## config.mk

```make
export PLATFORM = sky130hd
export DESIGN_NAME = decode
export DESIGN_NICKNAME = d
export VERILOG_FILES = /design/src/rtl/decode_pkg.sv /design/src/rtl/decode_reg_file.sv /design/src/rtl/decode.sv
export SDC_FILE = /design/constraint.sdc
export NUM_CORES = 2
export LEC_CHECK = 0
export CORE_ASPECT_RATIO = 0.6
export CORE_MARGIN = 2
export CORE_UTILIZATION = 61
export DETAILED_ROUTE_END_ITERATION = 16
export GPL_ROUTABILITY_DRIVEN = 0
export PLACE_DENSITY = 0.77
export SLEW_MARGIN = 25
export SYNTH_ARGS = -nofsm -noshare
export SYNTH_HDL_FRONTEND = slang
export SYNTH_SLANG_ARGS = --single-unit
export TNS_END_PERCENT = 100
```

## constraint.sdc

```tcl
create_clock -name clk -period 62.5 [get_ports clk]
set_input_delay 18.75 -clock clk [delete_from_list [all_inputs] [get_ports clk]]
set_output_delay 18.75 -clock clk [all_outputs]
set_load 0.02 [all_outputs]
```

## src/rtl/decode_pkg.sv

```systemverilog
`default_nettype none
// +----------------------------------------------------------------------------+
// | Package     : riscv_structures                                             |
// | Description : Shared types for the RV32I decode stage: fetch->decode and   |
// |               decode->execute bundles, opcode / ALU / writeback / memory   |
// |               size enums, immediate-format enum, opcode and funct7         |
// |               constants and the immediate builder.                         |
// | Revision    : 1.0  initial release                                         |
// +----------------------------------------------------------------------------+
package riscv_structures;

    localparam int RV_XLEN = 32;

    localparam logic [6:0] OPC_LUI    = 7'b0110111;
    localparam logic [6:0] OPC_AUIPC  = 7'b0010111;
    localparam logic [6:0] OPC_JAL    = 7'b1101111;
    localparam logic [6:0] OPC_JALR   = 7'b1100111;
    localparam logic [6:0] OPC_BRANCH = 7'b1100011;
    localparam logic [6:0] OPC_LOAD   = 7'b0000011;
    localparam logic [6:0] OPC_STORE  = 7'b0100011;
    localparam logic [6:0] OPC_OP_IMM = 7'b0010011;
    localparam logic [6:0] OPC_OP     = 7'b0110011;

    localparam logic [6:0] F7_BASE    = 7'b0000000;
    localparam logic [6:0] F7_ALT     = 7'b0100000;
    localparam logic [6:0] F7_MULDIV  = 7'b0000001;

    typedef enum logic [6:0] {
        OPCODE_LUI    = OPC_LUI,
        OPCODE_AUIPC  = OPC_AUIPC,
        OPCODE_JAL    = OPC_JAL,
        OPCODE_JALR   = OPC_JALR,
        OPCODE_BRANCH = OPC_BRANCH,
        OPCODE_LOAD   = OPC_LOAD,
        OPCODE_STORE  = OPC_STORE,
        OPCODE_OP_IMM = OPC_OP_IMM,
        OPCODE_OP     = OPC_OP
    } opcode_e;

    typedef enum logic [4:0] {
        ALU_ADD    = 5'd0,
        ALU_SUB    = 5'd1,
        ALU_SLL    = 5'd2,
        ALU_SLT    = 5'd3,
        ALU_SLTU   = 5'd4,
        ALU_XOR    = 5'd5,
        ALU_SRL    = 5'd6,
        ALU_SRA    = 5'd7,
        ALU_OR     = 5'd8,
        ALU_AND    = 5'd9,
        ALU_PASS_B = 5'd10,
        ALU_MUL    = 5'd11,
        ALU_MULH   = 5'd12,
        ALU_MULHSU = 5'd13,
        ALU_MULHU  = 5'd14,
        ALU_DIV    = 5'd15,
        ALU_DIVU   = 5'd16,
        ALU_REM    = 5'd17,
        ALU_REMU   = 5'd18
    } alu_op_e;

    typedef enum logic [1:0] {
        WB_ALU = 2'd0,
        WB_MEM = 2'd1,
        WB_PC4 = 2'd2
    } wb_sel_e;

    typedef enum logic [1:0] {
        MEM_B = 2'd0,
        MEM_H = 2'd1,
        MEM_W = 2'd2
    } mem_size_e;

    typedef enum logic [2:0] {
        IMM_NONE = 3'd0,
        IMM_I    = 3'd1,
        IMM_S    = 3'd2,
        IMM_B    = 3'd3,
        IMM_U    = 3'd4,
        IMM_J    = 3'd5
    } imm_fmt_e;

    typedef struct packed {
        logic [31:0]        instruction_value;
        logic [RV_XLEN-1:0] pc_value;
        logic               pc_r;
    } fe_to_de_s;

    typedef struct packed {
        logic               valid;
        logic               illegal;
        logic [RV_XLEN-1:0] pc_value;
        logic [4:0]         rd;
        logic [4:0]         rs1;
        logic [4:0]         rs2;
        logic [RV_XLEN-1:0] rs1_val;
        logic [RV_XLEN-1:0] rs2_val;
        logic [RV_XLEN-1:0] imm;
        alu_op_e            alu_op;
        logic               src_a_pc;
        logic               src_b_imm;
        logic               mem_read;
        logic               mem_write;
        mem_size_e          mem_size;
        logic               mem_unsigned;
        wb_sel_e            wb_sel;
        logic               reg_write;
        logic               branch;
        logic               jal;
        logic               jalr;
        logic [2:0]         funct3;      // branch condition for execute
    } de_to_ex_s;

    // Sign-extended immediate from bit 31 for each encoding format.
    function automatic logic [RV_XLEN-1:0] imm_gen(input logic [31:0] instr,
                                                    input imm_fmt_e    fmt);
        logic [RV_XLEN-1:0] imm;
        imm = '0;
        case (fmt)
            IMM_I:   imm = {{20{instr[31]}}, instr[31:20]};
            IMM_S:   imm = {{20{instr[31]}}, instr[31:25], instr[11:7]};
            IMM_B:   imm = {{19{instr[31]}}, instr[31], instr[7], instr[30:25],
                            instr[11:8], 1'b0};
            IMM_U:   imm = {instr[31:12], 12'b0};
            IMM_J:   imm = {{11{instr[31]}}, instr[31], instr[19:12], instr[20],
                            instr[30:21], 1'b0};
            default: imm = '0;
        endcase
        return imm;
    endfunction

endpackage
`default_nettype wire

```

## src/rtl/decode_reg_file.sv

```systemverilog
`default_nettype none
// +----------------------------------------------------------------------------+
// | Module      : reg_file                                                     |
// | Description : REG_COUNT x XLEN integer register file. Two combinational    |
// |               read ports with write-through bypass, one synchronous write  |
// |               port, asynchronous active-high reset. x0 reads as zero and   |
// |               ignores writes.                                              |
// | Ports       : clk, reset        clock / async reset                        |
// |               rs1_addr/rs2_addr read addresses                             |
// |               rs1_val/rs2_val   read data                                  |
// |               we, wr_addr, wr_data  write port                             |
// | Revision    : 1.0  initial release                                         |
// +----------------------------------------------------------------------------+
module reg_file #(
    parameter int XLEN      = 32,
    parameter int REG_COUNT = 32
) (
    input  logic            clk,
    input  logic            reset,
    input  logic [4:0]      rs1_addr,
    input  logic [4:0]      rs2_addr,
    output logic [XLEN-1:0] rs1_val,
    output logic [XLEN-1:0] rs2_val,
    input  logic            we,
    input  logic [4:0]      wr_addr,
    input  logic [XLEN-1:0] wr_data
);

    logic [XLEN-1:0] regs_q [REG_COUNT];
    logic [XLEN-1:0] regs_d [REG_COUNT];

    always_comb begin
        regs_d = regs_q;
        if (we && (wr_addr != 5'd0)) begin
            regs_d[wr_addr] = wr_data;
        end
    end

    always_ff @(posedge clk or posedge reset) begin
        if (reset) begin
            for (int i = 0; i < REG_COUNT; i++) begin
                regs_q[i] <= '0;
            end
        end else begin
            regs_q <= regs_d;
        end
    end

    // Bypass lets decode see a value being written back in the same cycle.
    always_comb begin
        rs1_val = '0;
        if (rs1_addr != 5'd0) begin
            rs1_val = (we && (wr_addr == rs1_addr)) ? wr_data : regs_q[rs1_addr];
        end
    end

    always_comb begin
        rs2_val = '0;
        if (rs2_addr != 5'd0) begin
            rs2_val = (we && (wr_addr == rs2_addr)) ? wr_data : regs_q[rs2_addr];
        end
    end

endmodule
`default_nettype wire

```

## src/rtl/decode.sv

```systemverilog
`default_nettype none
// +----------------------------------------------------------------------------+
// | Module      : decode                                                       |
// | Description : RV32I decode stage. Decodes fe_to_de, reads rs1/rs2, builds  |
// |               the immediate, registers the result into de_to_ex, kills     |
// |               wrong-path instructions and flags load-use hazards.          |
// | Config      : DECODE_RV32M_EN - when defined, OP with funct7=0000001       |
// |               decodes to the M-extension ALU ops; otherwise it is illegal. |
// | Ports       : clk, reset (async, active-high), en, flush, fe_to_de,        |
// |               wb_we / wb_rd / wb_data (writeback), stall, de_to_ex         |
// | Revision    : 1.0  initial release                                         |
// +----------------------------------------------------------------------------+
module decode
    import riscv_structures::*;
#(
    parameter int XLEN      = RV_XLEN,   // must match RV_XLEN used by the bundles
    parameter int REG_COUNT = 32
) (
    input  logic            clk,
    input  logic            reset,
    input  logic            en,
    input  logic            flush,
    input  fe_to_de_s       fe_to_de,
    input  logic            wb_we,
    input  logic [4:0]      wb_rd,
    input  logic [XLEN-1:0] wb_data,
    output logic            stall,
    output de_to_ex_s       de_to_ex
);

    logic [31:0]     instr;
    logic [6:0]      opcode;
    logic [2:0]      funct3;
    logic [6:0]      funct7;
    logic [4:0]      rd;
    logic [4:0]      rs1;
    logic [4:0]      rs2;
    logic [XLEN-1:0] rs1_val;
    logic [XLEN-1:0] rs2_val;

    logic            rs1_used;
    logic            rs2_used;
    logic            illegal;
    logic            kill;
    imm_fmt_e        imm_fmt;
    de_to_ex_s       dec;
    de_to_ex_s       de_to_ex_d;
    de_to_ex_s       de_to_ex_q;

    assign instr  = fe_to_de.instruction_value;
    assign opcode = instr[6:0];
    assign rd     = instr[11:7];
    assign funct3 = instr[14:12];
    assign rs1    = instr[19:15];
    assign rs2    = instr[24:20];
    assign funct7 = instr[31:25];

    reg_file #(
        .XLEN      (XLEN),
        .REG_COUNT (REG_COUNT)
    ) u_reg_file (
        .clk      (clk),
        .reset    (reset),
        .rs1_addr (rs1),
        .rs2_addr (rs2),
        .rs1_val  (rs1_val),
        .rs2_val  (rs2_val),
        .we       (wb_we),
        .wr_addr  (wb_rd),
        .wr_data  (wb_data)
    );

    always_comb begin
        dec      = '0;
        imm_fmt  = IMM_NONE;
        rs1_used = 1'b0;
        rs2_used = 1'b0;
        illegal  = 1'b0;

        case (opcode)
            OPC_LUI: begin
                imm_fmt       = IMM_U;
                dec.alu_op    = ALU_PASS_B;
                dec.src_b_imm = 1'b1;
                dec.reg_write = 1'b1;
            end
            OPC_AUIPC: begin
                imm_fmt       = IMM_U;
                dec.src_a_pc  = 1'b1;
                dec.src_b_imm = 1'b1;
                dec.reg_write = 1'b1;
            end
            OPC_JAL: begin
                imm_fmt       = IMM_J;
                dec.src_a_pc  = 1'b1;
                dec.src_b_imm = 1'b1;
                dec.jal       = 1'b1;
                dec.reg_write = 1'b1;
                dec.wb_sel    = WB_PC4;
            end
            OPC_JALR: begin
                rs1_used      = 1'b1;
                imm_fmt       = IMM_I;
                dec.src_b_imm = 1'b1;
                dec.jalr      = 1'b1;
                dec.reg_write = 1'b1;
                dec.wb_sel    = WB_PC4;
                illegal       = (funct3 != 3'b000);
            end
            OPC_BRANCH: begin
                // ALU computes the target; execute compares rs1/rs2 by funct3.
                rs1_used      = 1'b1;
                rs2_used      = 1'b1;
                imm_fmt       = IMM_B;
                dec.src_a_pc  = 1'b1;
                dec.src_b_imm = 1'b1;
                dec.branch    = 1'b1;
                illegal       = (funct3 == 3'b010) || (funct3 == 3'b011);
            end
            OPC_LOAD: begin
                rs1_used      = 1'b1;
                imm_fmt       = IMM_I;
                dec.src_b_imm = 1'b1;
                dec.mem_read  = 1'b1;
                dec.reg_write = 1'b1;
                dec.wb_sel    = WB_MEM;
                case (funct3)
                    3'b000:  dec.mem_size = MEM_B;
                    3'b001:  dec.mem_size = MEM_H;
                    3'b010:  dec.mem_size = MEM_W;
                    3'b100: begin
                        dec.mem_size     = MEM_B;
                        dec.mem_unsigned = 1'b1;
                    end
                    3'b101: begin
                        dec.mem_size     = MEM_H;
                        dec.mem_unsigned = 1'b1;
                    end
                    default: illegal = 1'b1;
                endcase
            end
            OPC_STORE: begin
                rs1_used      = 1'b1;
                rs2_used      = 1'b1;
                imm_fmt       = IMM_S;
                dec.src_b_imm = 1'b1;
                dec.mem_write = 1'b1;
                case (funct3)
                    3'b000:  dec.mem_size = MEM_B;
                    3'b001:  dec.mem_size = MEM_H;
                    3'b010:  dec.mem_size = MEM_W;
                    default: illegal = 1'b1;
                endcase
            end
            OPC_OP_IMM: begin
                rs1_used      = 1'b1;
                imm_fmt       = IMM_I;
                dec.src_b_imm = 1'b1;
                dec.reg_write = 1'b1;
                case (funct3)
                    3'b000:  dec.alu_op = ALU_ADD;
                    3'b010:  dec.alu_op = ALU_SLT;
                    3'b011:  dec.alu_op = ALU_SLTU;
                    3'b100:  dec.alu_op = ALU_XOR;
                    3'b110:  dec.alu_op = ALU_OR;
                    3'b111:  dec.alu_op = ALU_AND;
                    3'b001: begin
                        // SLLI has no arithmetic variant.
                        dec.alu_op = ALU_SLL;
                        illegal    = (funct7 != F7_BASE);
                    end
                    default: begin
                        if (funct7 == F7_BASE) begin
                            dec.alu_op = ALU_SRL;
                        end else if (funct7 == F7_ALT) begin
                            dec.alu_op = ALU_SRA;
                        end else begin
                            illegal = 1'b1;
                        end
                    end
                endcase
            end
            OPC_OP: begin
                rs1_used      = 1'b1;
                rs2_used      = 1'b1;
                dec.reg_write = 1'b1;
                if (funct7 == F7_BASE) begin
                    case (funct3)
                        3'b000:  dec.alu_op = ALU_ADD;
                        3'b001:  dec.alu_op = ALU_SLL;
                        3'b010:  dec.alu_op = ALU_SLT;
                        3'b011:  dec.alu_op = ALU_SLTU;
                        3'b100:  dec.alu_op = ALU_XOR;
                        3'b101:  dec.alu_op = ALU_SRL;
                        3'b110:  dec.alu_op = ALU_OR;
                        default: dec.alu_op = ALU_AND;
                    endcase
                end else if (funct7 == F7_ALT) begin
                    case (funct3)
                        3'b000:  dec.alu_op = ALU_SUB;
                        3'b101:  dec.alu_op = ALU_SRA;
                        default: illegal = 1'b1;
                    endcase
                end else if (funct7 == F7_MULDIV) begin
`ifdef DECODE_RV32M_EN
                    case (funct3)
                        3'b000:  dec.alu_op = ALU_MUL;
                        3'b001:  dec.alu_op = ALU_MULH;
                        3'b010:  dec.alu_op = ALU_MULHSU;
                        3'b011:  dec.alu_op = ALU_MULHU;
                        3'b100:  dec.alu_op = ALU_DIV;
                        3'b101:  dec.alu_op = ALU_DIVU;
                        3'b110:  dec.alu_op = ALU_REM;
                        default: dec.alu_op = ALU_REMU;
                    endcase
`else
                    illegal = 1'b1;
`endif
                end else begin
                    illegal = 1'b1;
                end
            end
            default: illegal = 1'b1;
        endcase

        dec.valid    = 1'b1;
        dec.pc_value = fe_to_de.pc_value;
        dec.rd       = rd;
        dec.rs1      = rs1;
        dec.rs2      = rs2;
        dec.rs1_val  = rs1_val;
        dec.rs2_val  = rs2_val;
        dec.funct3   = funct3;
        dec.imm      = imm_gen(instr, imm_fmt);

        // Illegal instructions travel on so execute can trap, but with no side effects.
        if (illegal) begin
            dec.illegal   = 1'b1;
            dec.reg_write = 1'b0;
            dec.mem_read  = 1'b0;
            dec.mem_write = 1'b0;
            dec.branch    = 1'b0;
            dec.jal       = 1'b0;
            dec.jalr      = 1'b0;
        end
    end

    // Wrong-path (fetch redirect) or fetch reset value: replace with a bubble.
    assign kill = fe_to_de.pc_r || (instr == 32'h0000_0000);

    // Load in execute whose result the instruction now in decode needs.
    assign stall = de_to_ex_q.valid && de_to_ex_q.mem_read && (de_to_ex_q.rd != 5'd0)
                && (((de_to_ex_q.rd == rs1) && rs1_used)
                 || ((de_to_ex_q.rd == rs2) && rs2_used));

    always_comb begin
        de_to_ex_d = de_to_ex_q;
        if (flush) begin
            de_to_ex_d = '0;
        end else if (!en) begin
            de_to_ex_d = de_to_ex_q;
        end else if (stall || kill) begin
            de_to_ex_d = '0;
        end else begin
            de_to_ex_d = dec;
        end
    end

    always_ff @(posedge clk or posedge reset) begin
        if (reset) begin
            de_to_ex_q <= '0;
        end else begin
            de_to_ex_q <= de_to_ex_d;
        end
    end

    assign de_to_ex = de_to_ex_q;

endmodule
`default_nettype wire

```

==> results by group <==
Run status
  – Result of the run: completed

Worst setup path
  – Worst Path Required: roughly 44 ns
  – Cell breakdown of the critical path: clkdlybuf4s50_1 -> xor2_1 -> or3_1 -> o32ai_1 -> and2_4 -> clkdlybuf4s50_1
  – Cell mode on critical path: clkdlybuf4s50_1
  – Critical path capture point type: output pin
  – Standard cell with the maximum stage delay on the critical path: clkdlybuf4s50_1
  – Largest fanout of any net on the critical path: 34
  – Type of the setup path with the least slack: input port to output pin
  – Arrival time at the worst endpoint: 22.08 ns
  – CP peak stage delay: 0.89 ns
  – Kind of start point of the critical path: input port

Final layout
  – Area overhead of the layout relative to synthesis: 11.2%
  – Fraction of final layout cells with drive strength greater than 1: a little over two fifths
  – Net count of the finished layout: 4215
  – Post-route cell area: 67100 sq um

Routing
  – Count of TritonRoute iterations in the first routing pass: 6
  – Wire length per cell: 33.9 microns
  – DRC marker count from the first detailed-route iteration: 5455
  – Number of vias per cell: 7.41
  – Antenna violation net count after detailed routing: 0
  – Total via count after detailed routing: 40.9k
  – Total routed wirelength: 187 mm
  – Remaining DRCs: 0

STA
  – Part of the cycle the worst path needs: 65.3%
  – Total count of max-transition violations in the final report: 0
  – Number of hold violations in the final report: 0
  – Slew Limit Headroom: about 30%
  – Worst Max-Slew Pin Slew: 1.05 ns
  – Post-Route Skew: 0.0191 ns
  – Final-report setup violation count: 0
  – Achievable clock frequency: 0.0245 GHz
  – Final-layout worst hold slack: 0.397 ns
  – Setup repair after global routing missed its margin: no
  – Period minus WS final: 40.83 ns
  – Setup TNS Final: 0 ns

Clocking
  – # hold bufs at CTS: 0
  – Clock-pin slew reported for the worst setup and hold paths after clock tree synthesis: roughly 0.060 ns
  – Buffer type at the clock tree root: clkbuf_16
  – H-tree depth: 3
  – TritonCTS clock tree: yes
  – Worst-skew pair later-pin latency: 0.73 ns
  – Clock buffer count from CTS: 107
  – Buffer levels on the longest clock path: 3
  – CTS-repair resized insts: 0
  – Postcts setup bufs: 0
  – Count of clock tree sinks: 1189

Power
  – Total power divided by cell area: 30.8 nW/um^2
  – Worst vdd ir: 27.0 uV
  – Leakage power total: 29.0 nW

Floorplanning
  – Number of cell rows: 89
  – Number of top-level pins: between 200 and 300
  – Die Ht: 248 microns
  – Horiz. Die Dim: 410 microns
  – Die Area: 102000 sq um
  – Starting density of the core: about 60%
  – Core area: 98200 sq um

GRT
  – Overall track demand over capacity in global routing: 37.4%
  – Met1 demand-to-capacity share in global routing: 53.7%
  – Sum of overflow across all layers after global routing: 0
  – GRT busiest layer: met1
  – Grt met2 use: 52.9%
  – Pin count of the biggest net entering global routing: 185
  – Initial antenna violation count: 4
  – Met3 capacity usage during global routing: 13.1%
  – Vias in the first global route: about 41k
  – Global-route wire length before repair: 278 mm

Yosys
  – Flops & latches, synth: about 1.2k
  – Syn_nets: 4229
  – Share of the yosys chip area belonging to registers: 49.3%
  – Number of synthesized flops with an enable pin: 0
  – Synthesized instance count: about 4k
  – Netlist area before placement: 60400 sq um
  – Async set-or-reset flop fraction in the synthesized netlist: 100%
  – Count of yosys warnings during synthesis: 0
  – Netlist cell types: between 60 and 70
  – Most instantiated flip-flop cell in the synthesis netlist: dfrtp_1
  – Synthesized area per cell: roughly 15 sq um

Placement
  – Dpl cell area: 63600 sq um
  – Buffers added on ports: 272
  – Detailed Place HPWL: 106 mm

Worst hold path
  – Classification of the worst-slack hold path: register to register

Job
  – Max-cap viol count: 0
==> through the flow <==
stage	util [%]	worst slack [ns]	power, mW	instances
2_1_floorplan	-	10.26	1.28	4122
3_3_place_gp	64.8	21.81	1.36	5316
3_5_place_dp	64.7	21.73	1.38	5316
4_1_cts	68.4	21.72	2.06	5515
5_1_grt	68.4	21.62	2.15	5518
6_report	68.4	21.67	2.07	5518
==> synthesized netlist by cell type (36+ instances only) <==
master	number	area, sq um
nor2_1	41	154
mux2i_1	125	1250
mux2_2	992	11200
nand2_1	73	274
buf_2	98	490
o21ai_0	36	180
a21oi_1	43	215
a221o_1	64	641
mux4_2	450	10100
buf_4	37	278
nor3_1	49	245
clkbuf_1	283	1060
o22ai_1	177	1110
a22o_1	99	867
dfrtp_1	1189	29800
buf_1	57	214
==> worst max-delay path: cells and delay by family <==
kind | cells | cell delay, ns
AOI/OAI and AO/OA | 1 | 0.47
xor gates and xnor gates | 1 | 0.17
buffers and inverters | 2 | 1.63
and+or+nand+nor | 2 | 1.04
==> report_power, final <==
part	leakage [nW]	internal [mW]	switching, mW
Sequential	15.4	0.898	0.0993
Combinational	11.8	0.228	0.155
Clock	1.77	0.383	0.305
Total	29.0	1.51	0.559
==> placed cells by master, fill, tap and decap left out, types with 34 or more instances in the layout <==
cell             instances
a21oi_1                 42
or4_1                   35
a221o_1                 64
nand2_1                 56
clkdlybuf4s50_1        235
o22ai_1                177
a22o_1                  99
mux4_2                 450
nor3_1                  48
mux2_2                 992
o21ai_0                 36
a22oi_1                 34
buf_4                   69
mux2i_1                125
clkbuf_16              108
dfrtp_1               1189
==> path summary, 6_finish.rpt <==
check | start | cells past startpoint | end | slack, ns
setup / recovery | fe_to_de[57] | 6 | stall | 21.67
hold / removal | u_reg_file.regs_q[1017]$_DFFE_PP0P_ | 0 | u_reg_file.regs_q[1017]$_DFFE_PP0P_ | 0.40
min in group asynchronous | reset | 2 | de_to_ex[77]$_DFFE_PP0P_ | 18.55
setup reg to reg | de_to_ex[131]$_DFFE_PP0P_ | 7 | de_to_ex[51]$_DFFE_PP0P_ | 58.18
hold reg to reg | u_reg_file.regs_q[1017]$_DFFE_PP0P_ | 0 | u_reg_file.regs_q[1017]$_DFFE_PP0P_ | 0.40
max in group asynchronous | reset | 5 | de_to_ex[138]$_DFFE_PP0P_ | 40.81
==> sequential cells by signal, indices dropped and copies added, names as in the netlist <==
signal and cells:
u_reg_file.regs_q 1024, de_to_ex 165
==> logic make-up (layout without fill, tap and decap cells) <==
family | after synthesis | in the layout | share of synthesized area [%]
multiplexers | 1567 | 1567 | 37.4
buffers and inverters | 482 | 558 | 3.45
AO/OA/AOI/OAI | 560 | 560 | 6.83
XOR/XNOR | 22 | 22 | 0.319
AND/OR/NAND/NOR | 301 | 301 | 2.76
other | 1 | 2 | 0.00621
flip-flops | 1189 | 1189 | 49.3
==> area by class of cell <==
class,instances,area [sq um]
sequential,1189,29800
multi-input combinational,2451,28800
inverter,5,26.3
timing repair buffer,354,3340
clock buffer,158,3110
antenna,1,2.50
clock inverter,41,482
fill,6787,31100
tap,1319,1650
==> metal layers <==
metal  vias to the layer above  wire (microns)
li1                      16100               -
met1                     21700           74600
met2                      2572           80900
met3                       525           23500
met4                         4            7720
met5                         -              28
Power figures use the tool's default switching activity.
